## src/rtl/mini_core_pkg.sv

```systemverilog
// Shared types for the mini core pipeline: write-back control bundle and its
// enumerations, plus the write-back stage state encoding.
package mini_core_pkg;

  typedef enum logic [1:0] {
    WB_ALU = 2'd0,
    WB_MEM = 2'd1,
    WB_PC4 = 2'd2
  } t_wb_sel;

  typedef enum logic [1:0] {
    LD_B = 2'd0,
    LD_H = 2'd1,
    LD_W = 2'd2
  } t_ld_size;

  typedef struct packed {
    logic       ValidQ103H;
    logic       RegWrEnQ103H;
    logic [4:0] RegDstQ103H;
    t_wb_sel    WbSelQ103H;
    t_ld_size   LdSizeQ103H;
    logic       LdSignExtQ103H;
  } t_ctrl_wb;

  typedef enum logic {
    WB_IDLE     = 1'b0,
    WB_WAIT_RSP = 1'b1
  } t_wb_state;

  function automatic logic rf_write_allowed(input logic valid, input logic wr_en,
                                            input logic [4:0] dst);
    return valid & wr_en & (dst != 5'd0);
  endfunction

endpackage

```

## src/rtl/mini_core_ld_align.sv

```systemverilog
// Load data alignment: picks the addressed byte/half out of a word-aligned
// read and sign- or zero-extends it to 32 bits. Purely combinational.
module mini_core_ld_align
  import mini_core_pkg::*;
(
  input  logic [31:0] raw_data,
  input  logic [1:0]  lsb,
  input  t_ld_size    ld_size,
  input  logic        sign_ext,
  output logic [31:0] aligned
);

  function automatic logic [31:0] ext_byte(input logic [7:0] b, input logic s);
    return {{24{s & b[7]}}, b};
  endfunction

  function automatic logic [31:0] ext_half(input logic [15:0] h, input logic s);
    return {{16{s & h[15]}}, h};
  endfunction

  logic [7:0]  byte_sel;
  logic [15:0] half_sel;

  always_comb begin
    byte_sel = raw_data[7:0];
    case (lsb)
      2'd1:    byte_sel = raw_data[15:8];
      2'd2:    byte_sel = raw_data[23:16];
      2'd3:    byte_sel = raw_data[31:24];
      default: byte_sel = raw_data[7:0];
    endcase
    // lsb[0] is not looked at for halves: misaligned halves never reach here
    half_sel = lsb[1] ? raw_data[31:16] : raw_data[15:0];

    case (ld_size)
      LD_B:    aligned = ext_byte(byte_sel, sign_ext);
      LD_H:    aligned = ext_half(half_sel, sign_ext);
      default: aligned = raw_data;
    endcase
  end

endmodule

```

## src/rtl/mini_core_wb.sv

```systemverilog
// Write-back stage (Q104H): holds the retiring instruction, selects the
// register file write data and stalls upstream while a load is outstanding.
module mini_core_wb
  import mini_core_pkg::*;
#(
  parameter int RSP_TIMEOUT = 16,
  parameter int TMR_W       = 5
) (
  input  logic        Clock,
  input  logic        Rst,
  input  t_ctrl_wb    Ctrl,
  input  logic [31:0] AluOutQ103H,
  input  logic [31:0] PcPlus4Q103H,
  input  logic        DMemRspValidQ104H,
  input  logic [31:0] DMemRdDataQ104H,
  output logic        ReadyQ104H,
  output logic        RegWrEnQ104H,
  output logic [4:0]  RegDstQ104H,
  output logic [31:0] RegWrDataQ104H,
  output logic        LdTimeoutErr
);

  t_wb_state          state_q, state_d;
  logic               valid_q, valid_d;
  logic [TMR_W-1:0]   timer_q, timer_d;
  logic               err_q, err_d;

  logic               reg_wr_en_q, reg_wr_en_d;
  logic [4:0]         reg_dst_q, reg_dst_d;
  t_wb_sel            wb_sel_q, wb_sel_d;
  t_ld_size           ld_size_q, ld_size_d;
  logic               ld_sign_ext_q, ld_sign_ext_d;
  logic [31:0]        alu_out_q, alu_out_d;
  logic [31:0]        pc_plus4_q, pc_plus4_d;

  logic               ready;
  logic               wr_req;
  logic               wr_ok;
  logic               is_ld;
  logic [31:0]        ld_data;
  logic [31:0]        wb_data;

  mini_core_ld_align u_ld_align (
    .raw_data (DMemRdDataQ104H),
    .lsb      (alu_out_q[1:0]),
    .ld_size  (ld_size_q),
    .sign_ext (ld_sign_ext_q),
    .aligned  (ld_data)
  );

  always_comb begin
    state_d = state_q;
    timer_d = timer_q;
    err_d   = err_q;
    ready   = 1'b1;
    wr_req  = 1'b0;
    wr_ok   = rf_write_allowed(valid_q, reg_wr_en_q, reg_dst_q);
    is_ld   = valid_q & (wb_sel_q == WB_MEM);

    case (state_q)
      WB_IDLE: begin
        if (!is_ld || DMemRspValidQ104H) begin
          wr_req = wr_ok;
        end else begin
          ready   = 1'b0;
          state_d = WB_WAIT_RSP;
          timer_d = TMR_W'(1);
        end
      end
      WB_WAIT_RSP: begin
        if (DMemRspValidQ104H) begin
          wr_req  = wr_ok;
          state_d = WB_IDLE;
          timer_d = '0;
        end else if (timer_q == TMR_W'(RSP_TIMEOUT)) begin
          // abandon the load: drop the write but let the pipeline move on
          err_d   = 1'b1;
          state_d = WB_IDLE;
          timer_d = '0;
        end else begin
          ready   = 1'b0;
          timer_d = timer_q + TMR_W'(1);
        end
      end
      default: begin
        state_d = WB_IDLE;
        timer_d = '0;
      end
    endcase
  end

  always_comb begin
    valid_d       = valid_q;
    reg_wr_en_d   = reg_wr_en_q;
    reg_dst_d     = reg_dst_q;
    wb_sel_d      = wb_sel_q;
    ld_size_d     = ld_size_q;
    ld_sign_ext_d = ld_sign_ext_q;
    alu_out_d     = alu_out_q;
    pc_plus4_d    = pc_plus4_q;
    if (ready) begin
      valid_d       = Ctrl.ValidQ103H;
      reg_wr_en_d   = Ctrl.RegWrEnQ103H;
      reg_dst_d     = Ctrl.RegDstQ103H;
      wb_sel_d      = Ctrl.WbSelQ103H;
      ld_size_d     = Ctrl.LdSizeQ103H;
      ld_sign_ext_d = Ctrl.LdSignExtQ103H;
      alu_out_d     = AluOutQ103H;
      pc_plus4_d    = PcPlus4Q103H;
    end
  end

  always_comb begin
    case (wb_sel_q)
      WB_MEM:  wb_data = ld_data;
      WB_PC4:  wb_data = pc_plus4_q;
      default: wb_data = alu_out_q;
    endcase
  end

  // Q103H -> Q104H boundary
  always_ff @(posedge Clock) begin
    if (Rst) begin
      state_q <= WB_IDLE;
      valid_q <= 1'b0;
      timer_q <= '0;
      err_q   <= 1'b0;
    end else begin
      state_q <= state_d;
      valid_q <= valid_d;
      timer_q <= timer_d;
      err_q   <= err_d;
    end
  end

  always_ff @(posedge Clock) begin
    reg_wr_en_q   <= reg_wr_en_d;
    reg_dst_q     <= reg_dst_d;
    wb_sel_q      <= wb_sel_d;
    ld_size_q     <= ld_size_d;
    ld_sign_ext_q <= ld_sign_ext_d;
    alu_out_q     <= alu_out_d;
    pc_plus4_q    <= pc_plus4_d;
  end

  assign ReadyQ104H     = ready;
  assign RegWrEnQ104H   = wr_req;
  assign RegDstQ104H    = wr_req ? reg_dst_q : 5'd0;
  assign RegWrDataQ104H = wr_req ? wb_data : 32'd0;
  assign LdTimeoutErr   = err_q;

endmodule

```

## config.mk

```make
export PLATFORM = sky130hd
export DESIGN_NAME = mini_core_wb
export DESIGN_NICKNAME = d
export VERILOG_FILES = /design/src/rtl/mini_core_pkg.sv /design/src/rtl/mini_core_ld_align.sv /design/src/rtl/mini_core_wb.sv
export SDC_FILE = /design/constraint.sdc
export NUM_CORES = 1
export LEC_CHECK = 0
export ABC_AREA = 1
export CORE_MARGIN = 2
export CORE_UTILIZATION = 46
export CTS_CLUSTER_DIAMETER = 50
export CTS_CLUSTER_SIZE = 40
export DETAILED_ROUTE_END_ITERATION = 10
export PLACE_DENSITY = 0.79
export RECOVER_POWER = 50
export SYNTH_ARGS = -nofsm -noshare
export SYNTH_HDL_FRONTEND = slang
export SYNTH_HIERARCHICAL = 1
export SYNTH_SLANG_ARGS = --single-unit
```

## constraint.sdc

```tcl
create_clock -name Clock -period 3.8 [get_ports Clock]
set_clock_uncertainty 0.05 [all_clocks]
set_input_delay 0.38 -clock Clock [delete_from_list [all_inputs] [get_ports Clock]]
set_output_delay 0.38 -clock Clock [all_outputs]
set_load 0.05 [all_outputs]
```

# --- Word level (Yosys, flattened, before mapping) ---
# Index checks and enable logic that the tools add are counted.
classes:
  add_sub_neg: 1
  n_eq_ne: 8
  n_mux: 21
  n_bitwise: 7
  n_reduce_logical: 5
ops:
  columns: ["cell", "n"]
  rows:
  - ["32-bit case mux with 2 select lines", 2]
  - ["32-bit two-way mux", 1]
  - ["8-bit case mux with 3 select lines", 1]
  - ["5-bit two-way mux", 4]
  - ["16-bit two-way mux", 1]
  - ["5-bit case mux with 2 select lines", 1]
  - ["1-bit two-way mux", 8]
  - ["2-bit by 1-bit == test with 1-bit output (second input constant)", 3]
  - ["2-bit == test (second input constant)", 3]
  - ["1-bit case mux with 2 select lines", 3]
  - ["5-bit by 1-bit adder with 5-bit output (second input constant)", 1]
  - ["1-bit bitwise AND", 5]
  - ["5-bit == test (second input constant)", 1]
  - ["5-bit nonzero test", 1]
  - ["3-bit AND reduction", 1]
  - ["2-bit zero test", 1]
  - ["2-bit != test (second input constant)", 1]
  - ["1-bit NOT", 2]
  - ["1-bit zero test", 1]
  - ["1-bit logical OR", 1]
totals:
  reg_bits: 83
  in_bits: 111

# --- Depth between registers and ports, before layout ---
# Gate-level depths: netlist of the first run.
depth:
  word_depth: 7
  ltp_mapped: 12
  mapped_depth_nobuf: 11

# --- Cells and area by module ---
# The synthesis of the first run kept the hierarchy.
by_module_without_submodules:
  columns: ["mod", "n_inst", "cells_per_inst", "area_each_um2", "seq_area_each_um2"]
  rows:
  - ["mini_core_wb", 1, 340, 3656.0, 2412.3]
  - ["mini_core_ld_align", 1, 168, 888.4, 0.0]

# --- Least setup slack after synthesis of the first run ---
# Ideal clock, no wire load.
synth_timing:
  path_type: "register to register"
  from: "register wb_sel_q[0]"
  to: "register alu_out_q[0], enable pin"
  setup_time_ps: 444
  arrival_ps: 2692
  path_slack_ps: 614
  path_stages_with_launch: 8
  n_path_buf: 1
  period_less_slack_ps: 3186
  path_cell_list: "edfxtp_1 > ha_1 > buf_4 > nand2_2 > nor2_2 > nand2_2 > nand2_1 > inv_1"
synth_via:
  elab_chain_len: 6
synth_rtl:
  columns: ["item", "line", "rtl"]
  rows:
  - ["start, declared", "mini_core_wb.sv:30", "t_wb_sel wb_sel_q, wb_sel_d;"]
  - ["start signal, assigned", "mini_core_wb.sv:139", "wb_sel_q <= wb_sel_d;"]
  - ["2-bit by 1-bit == test with 1-bit output", "mini_core_wb.sv:58", "is_ld = valid_q & (wb_sel_q == WB_MEM);"]
  - ["1-bit bitwise AND", "mini_core_wb.sv:58", null]
  - ["1-bit zero test", "mini_core_wb.sv:62", "if (!is_ld || DMemRspValidQ104H) begin"]
  - ["1-bit logical OR", "mini_core_wb.sv:62", null]
  - ["1-bit two-way mux", "mini_core_wb.sv:62", null]
  - ["1-bit case mux with 2 select lines", "mini_core_wb.sv:60", "case (state_q)"]
  - ["net ReadyQ104H", "mini_core_wb.sv:16", "output logic ReadyQ104H,"]
  - ["end signal, assigned", "mini_core_wb.sv:142", "alu_out_q <= alu_out_d;"]
  - ["end, declared", "mini_core_wb.sv:33", "logic [31:0] alu_out_q, alu_out_d;"]
# The timed path passes the listed nets, and every way through them passes these cells.
# A chain may end at the register's enable or synchronous reset.

# --- Final worst setup path of the first run ---
layout_timing:
  from: "register alu_out_q[1]"
  to: "output RegWrDataQ104H[30]"
layout_via:
  elab_chain_len: 6
  elab_cells_between_ends: 10
  classes_between: "3 x eq/ne; 5 x mux; 2 x bitwise"
layout_rtl:
  columns: ["item", "line", "rtl"]
  rows:
  - ["2-bit == test or 2-bit by 1-bit == test with 1-bit output (tied branches)", "mini_core_ld_align.sv:26", "case (lsb)"]
  - ["8-bit case mux with 3 select lines", "mini_core_ld_align.sv:26", null]
  - ["1-bit bitwise AND", "mini_core_ld_align.sv:14", "return {{24{s & b[7]}}, b};"]
  - ["32-bit case mux with 2 select lines (*)", "mini_core_ld_align.sv:35", "case (ld_size)"]
  - ["net ld_data[30]", "mini_core_wb.sv:40", "logic [31:0] ld_data;"]
  - ["32-bit case mux with 2 select lines (*)", "mini_core_wb.sv:114", "case (wb_sel_q)"]
  - ["32-bit two-way mux (*)", "mini_core_wb.sv:149", "assign RegWrDataQ104H = wr_req ? wb_data : 32'd0;"]
  - ["end, declared", "mini_core_wb.sv:19", "output logic [31:0] RegWrDataQ104H,"]
# Mark *: on every way through the listed nets, which the timed path passes. The rest lies on a longest branch.

==> results of run 1 <==
==> area by class of cell <==
cell class / instances / share of cell area, %
repair buffers: 153 / 28.4
well taps: 133 / 2.51
clock buffers: 9 / 1.87
clock inverters: 7 / 1.47
inverters: 28 / 1.58
flip-flops and latches: 83 / 36.3
multi-input cells: 369 / 27.8
==> synth_stat cells <==
master and instances:
buf_2 14, nand3_2 21, a21oi_1 69, nor2_4 12, ha_1 4, buf_12 1, edfxtp_1 75, nand4_1 2
o21ai_1 1, buf_6 5, buf_4 2, inv_1 24, a21oi_2 1, o21ai_0 2, nand2_1 176, nor2_2 2
inv_2 3, nor2_1 35, dfxtp_1 8, nand2_4 2, clkbuf_1 5, nand3_1 37, nand3_4 2, nand2_2 3
buf_1 1, clkinv_1 1
==> metrics by stage <==
| stage | util [%] | hold WS [ns] | instances |
|---|---|---|---|
| after floorplan | - | 0.399 | 508 |
| after global routing | 68.5 | 0.447 | 782 |
| after detailed placement | 66.3 | 0.405 | 766 |
| final | 68.5 | 0.404 | 782 |
| after CTS | 68.6 | 0.418 | 782 |
| after global placement | 66.3 | 0.391 | 766 |
==> state kept, by name (all words and copies together) (netlist names) <==
name / count
ld_size_q: 2
alu_out_q: 32
ld_sign_ext_q: 1
pc_plus4_q: 32
valid_q: 1
reg_dst_q: 5
LdTimeoutErr: 1
reg_wr_en_q: 1
timer_q: 5
wb_sel_q: 2
state_q: 1
==> kinds of logic (layout without fill, tap and decap cells) <==
family | after synthesis | in the layout | synth area share [%]
AO/OA/AOI/OAI | 73 | 73 | 8.12
buffers and inverters | 56 | 197 | 6.36
adder cells (fa/ha/maj) | 4 | 4 | 1.10
AND/OR/NAND/NOR | 292 | 292 | 31.3
flip-flops | 83 | 83 | 53.1
==> metal layers <==
| metal | vias to the layer above | global-route usage (%) |
|---|---|---|
| met1 | 1850 | 30.6 |
| met4 | 0 | 9.82 |
| li1 | 1974 | - |
| met3 | 23 | 7.80 |
| met5 | - | 0 |
| met2 | 130 | 40.4 |
==> power breakdown <==
part	internal [mW]	switching [mW]	leakage [nW]
combinational	0.207	0.250	1.71
clock	0.374	0.348	0.108
sequential	1.05	0.0299	0.854
total	1.63	0.628	2.67
==> worst reg2reg max path: stages (launching register included) <==
cell and delay (ns):
dfxtp_1 0.36, inv_1 0.10, ha_1 0.15, nand2_1 0.05, inv_1 0.07, nand2_1 0.06, nand2_1 0.12, nand2_1 0.07
inv_1 0.08, clkbuf_2 1.34
==> how the worst min path moves through the flow <==
stage	startpoint	to	slack [ns]	cells past startpoint
2_1_floorplan	Rst	LdTimeoutErr$_SDFFE_PP0P_	0.40	1
5_1_grt	LdTimeoutErr$_SDFFE_PP0P_	LdTimeoutErr$_SDFFE_PP0P_	0.45	2
3_5_place_dp	LdTimeoutErr$_SDFFE_PP0P_	LdTimeoutErr$_SDFFE_PP0P_	0.41	2
6_report	LdTimeoutErr$_SDFFE_PP0P_	LdTimeoutErr$_SDFFE_PP0P_	0.40	2
3_3_place_gp	LdTimeoutErr$_SDFFE_PP0P_	LdTimeoutErr$_SDFFE_PP0P_	0.39	2
4_1_cts	LdTimeoutErr$_SDFFE_PP0P_	LdTimeoutErr$_SDFFE_PP0P_	0.42	2
==> results.cfg, run 1 <==
[place]
dp_hpwl_mm = 9.15
pre_cts_slack_ns = 0.750
port_buffers = 150
gp_congestion = 0.896
dpl_cell_area_um2 = 6420

[setup_path]
crit_start = alu_out_q[1]$_DFFE_PP_
cp_data_required_time_ns = 3.37
path_buf_inv = 2
worstSetupPathDepth = 12
rr_startpoint = timer_q[0]$_SDFFE_PP0P_
critical_path.slowest_cell = edfxtp_1
cp-endpoint = RegWrDataQ104H[30]
end_kind = output pin
arrival_ns = 3.14
worstPathCellList = inv_2, nand2_1, nand2_4, nand2_1, nand2_2, nand3_4, nand3_1, nand2_1, a21oi_1, a21oi_1, nor2_1, buf_12
path_common_cell = nand2_1
cp-start-kind = flop
cp_max_fo = 24
reg2reg_to = ld_sign_ext_q$_DFFE_PP_
setup.worst_path.class = reg2out
ff2ff_path_depth = 9
rrSetupSlack_ns = 0.87
critPathMaxStageDelay_ns = 0.74
critPathTopFamily = simple AND/OR/NAND/NOR gates

[die]
core_region_area_um2 = 9680
dieHeight_um = 103
dieArea_um2 = 10700
pin_count = 151
fp.dieW_um = 103
std_cell_rows = 36
start_util_pct = 46.9

[final_layout]
layout-drive-gt1-share_pct = 15.7
multi_input_area_um2 = 1850
layout_common_cells = 176 x nand2_1, 76 x dlygate4sd3_1, 75 x edfxtp_1
fillers = 751
seqCellArea_um2 = 2410
num_antenna_cells = 0
final_area_um2 = 6640
final_nets = 759
layout_commonest_cell = nand2_1
area_growth_pct = 46.0

[pwr]
power_mw = 2.26
power_leakage_nw = 2.67
ir_drop_uv = 290
powerDensity_nw_per_um2 = 341

[clock_tree]
postCtsSetupRepairBufs = 0
cts_buffers = 9
clkLatencyLatePin_ns = 0.39
cts-root-buf = clkbuf_8
clock_sinks = 83
hold_buffers = 0
htreeDepth = 3
cts_tree = built
clock_path_buffers = 2
cts_resized = 0
clk_pin_slew_worst_paths_ns = 0.08

[synthesis]
synth_top_area_share_pct = 49.6
yosysSeqAreaShare_pct = 53.1
yosys.area.top_type = edfxtp_1
ys_ff_latch = 83
avgSynthCellArea_um2 = 8.95
synthCells = 508
yosysWarnings = 6
synthTopCellsByArea = edfxtp_1 50%, nand2_1 15%, a21oi_1 7.6%
syn-num-nets = 623
syn_area_um2 = 4540
synth_cell_types = 26

[flow_run]
maxCapViolations = 1

[detailed_routing]
viasPerCell = 5.09
drt_wl_total_mm = 12.4
routedWlPerCell_um = 15.8
dr_total_vias = 3977
drt_iter0_drc = 207
top_layer_used = met4
m1WireLength_mm = 5.07
drt_pass1_iterations = 4
drtAntennaViolNets = 0
met2_length_mm = 6.15
drc = 0
met3WireLength_um = 842

[run_status]
violations = capacitance limit, slew limit
outcome = finished with violations

[timing]
setup_violations = 0
fmax_mhz = 280
setup_tns_ns = 0
rsz0062_at_grt = false
finalHoldViolCount = 0
setup_slack_ns = 0.230
worstMarginPinSlew_ns = 1.86
final_max_slew_viol_count = 77
min_period_ns = 3.57
fin_crit_sh_pct = 93.9
maxSlewHeadroom_pct = -24.3

[grt]
antenna_found_initial = 0
grt_pass1_vias = 4052
grt_overflow = 0
grt_max_degree = 77
grt_use_total_pct = 24.7
grt_pass1_wl_mm = 19.5

[min_path]
hold_path.class = reg2reg
No activity file was read; power rests on OpenSTA's default activity.
==> run 2, diff against run 1 <==
--- a/config.mk
+++ b/config.mk
@@ -9,3 +9,4 @@
 export CORE_MARGIN = 2
-export CORE_UTILIZATION = 46
+export CORE_UTILIZATION = 51
+export CTS_BUF_LIST = sky130_fd_sc_hd__clkbuf_4
 export CTS_CLUSTER_DIAMETER = 50
@@ -13,3 +14,3 @@
 export DETAILED_ROUTE_END_ITERATION = 10
-export PLACE_DENSITY = 0.79
+export PLACE_DENSITY = 0.87
 export RECOVER_POWER = 50
==> constraint.sdc (replaced) <==
create_clock -name Clock -period 4.25 [get_ports Clock]
set_clock_uncertainty 0.05 [all_clocks]
set_input_delay 0.425 -clock Clock [delete_from_list [all_inputs] [get_ports Clock]]
set_output_delay 0.425 -clock Clock [all_outputs]
set_load 0.005 [all_outputs]
==> run 2 against run 1 <==
The run still ends with capacitance limit, slew limit left. Die area down 9.4%. Worst setup slack better by 0.22 ns. Highest routed layer is now met5. Final area down 6.8%. Combinational power down 25%. Sequential share of layout area up 2.7 points. Register-to-register slack worse by 0.03 ns.
==> results.cfg, run 2 (synthesis gave the netlist of run 1 again) <==
[timing]
final_max_slew_viol_count = 73
fin_crit_sh_pct = 89.3
rsz0062_at_grt = false
finalHoldViolCount = 0
fmax_mhz = 263
setup_slack_ns = 0.453
worstMarginPinSlew_ns = 2.11
min_period_ns = 3.80
maxSlewHeadroom_pct = -40.7
setup_violations = 0
timing.hold.ws_ns = 0.410
setup_tns_ns = 0

[setup_path]
rrSetupSlack_ns = 0.84
setup.worst_path.class = reg2out
cp-start-kind = flop
cp_data_required_time_ns = 3.77
rr_startpoint = wb_sel_q[0]$_DFFE_PP_
cp_max_fo = 24
end_kind = output pin
arrival_ns = 3.32
ff2ff_path_depth = 7
reg2reg_to = alu_out_q[17]$_DFFE_PP_

[pwr]
ir_drop_uv = 235
power_mw = 1.83
power_leakage_nw = 2.48
powerDensity_nw_per_um2 = 296

[clock_tree]
cts_resized = 0
postCtsSetupRepairBufs = 0
cts_tree = built
hold_buffers = 0
cts-root-buf = clkbuf_4
clock_path_buffers = 2
cts_buffers = 9
clock_sinks = 83
clk_pin_slew_worst_paths_ns = 0.13
clkLatencyLatePin_ns = 0.42
htreeDepth = 3

[die]
dieHeight_um = 98.4
dieArea_um2 = 9680
fp.dieW_um = 98.4
core_region_area_um2 = 8680
start_util_pct = 52.4
pin_count = 151
std_cell_rows = 34

[final_layout]
final_area_um2 = 6180
layout_top_registers = alu_out_q x32, pc_plus4_q x32
final_nets = 761
utilization_pct = 71.3
layout_common_cells = 177 x nand2_1, 76 x dlygate4sd3_1, 75 x edfxtp_1
layout_commonest_cell = nand2_1
fin_cells = 759
fillers = 691
area_growth_pct = 36.1
num_antenna_cells = 0
layout-drive-gt1-share_pct = 9.68

[detailed_routing]
drt_wl_total_mm = 12.4
drtAntennaViolNets = 0
viasPerCell = 5.38
dr_total_vias = 4087
drt_iter0_drc = 404
drc = 0
routedWlPerCell_um = 16.3
drt_pass1_iterations = 5

[run_status]
outcome = finished with violations
violations = capacitance limit, slew limit

[place]
dpl_cell_area_um2 = 6040
gp_congestion = 0.911
placed_cells = 743
dp_hpwl_mm = 9.25
pre_cts_slack_ns = 0.944
port_buffers = 150

[grt]
grt_pass1_wl_mm = 19.9
antenna_found_initial = 1
grt_pass1_vias = 4107
grt_use_total_pct = 26.0
grt_overflow = 0
grt_max_degree = 65

[flow_run]
maxCapViolations = 2

[min_path]
hold_end = LdTimeoutErr$_SDFFE_PP0P_
min_from = LdTimeoutErr$_SDFFE_PP0P_
hold_path.class = reg2reg
whs_path_depth = 2
-- run 2: cell count changes in the layout (fill, tap and decap cells not counted), moves of 3 or more --
cell / change
buf_12: -37
clkbuf_4: +11
clkbuf_8: -9
clkdlybuf4s50_1: +38
inv_6: -3
-- run 2: worst max-delay path by stage --
stage / to / cells past startpoint / from
2_1_floorplan: alu_out_q[0]$_DFFE_PP_ / 7 / wb_sel_q[0]$_DFFE_PP_
4_1_cts: RegWrDataQ104H[19] / 12 / alu_out_q[1]$_DFFE_PP_
3_3_place_gp: RegWrDataQ104H[30] / 12 / DMemRdDataQ104H[31]
3_5_place_dp: RegWrDataQ104H[19] / 12 / DMemRdDataQ104H[31]
5_1_grt: RegWrDataQ104H[30] / 12 / alu_out_q[1]$_DFFE_PP_
6_report: RegWrDataQ104H[19] / 12 / alu_out_q[1]$_DFFE_PP_
-- run 2: routing by layer --
layer	share of wire [%]	routed length (um)	GRT usage, %
met5	0.10	13	0
met3	7.5	936	6.30
met1	39	4820	32.4
met2	51	6290	44.5
met4	2.8	345	8.85
-- run 2: critical path, cell delays in order (launching register included) --
cell and delay (ns):
edfxtp_1 0.76, inv_2 0.27, nand2_1 0.12, nand2_4 0.09, nand2_1 0.07, nand2_2 0.09
nand3_4 0.31, nand3_2 0.16, nand2_1 0.07, a21oi_1 0.17, a21oi_1 0.12, nor2_4 0.15
clkdlybuf4s50_1 0.51
-- run 2: area by class of cell --
| type | instances | area, um^2 | share of cell area [%] |
|---|---|---|---|
| Sequential cell | 83 | 2410 | 39.0 |
| Clock buffer | 11 | 82.6 | 1.34 |
| Inverter | 28 | 105 | 1.70 |
| Timing Repair Buffer | 155 | 1530 | 24.8 |
| Tap cell | 108 | 135 | 2.18 |
| Multi-Input combinational cell | 369 | 1840 | 29.8 |
| Clock inverter | 5 | 77.6 | 1.25 |
-- run 2: where the power goes --
group	total (mW)	switching, mW	internal, mW
combinational	0.341	0.178	0.163
clock	0.524	0.273	0.251
sequential	0.967	0.0266	0.940
total	1.83	0.478	1.35
==> run 3, diff against run 2 <==
Settings changed: CTS_CLUSTER_DIAMETER 50 to 150.
==> results of run 3 <==
The final DEF is identical to that of run 2; final timing and power are the same.
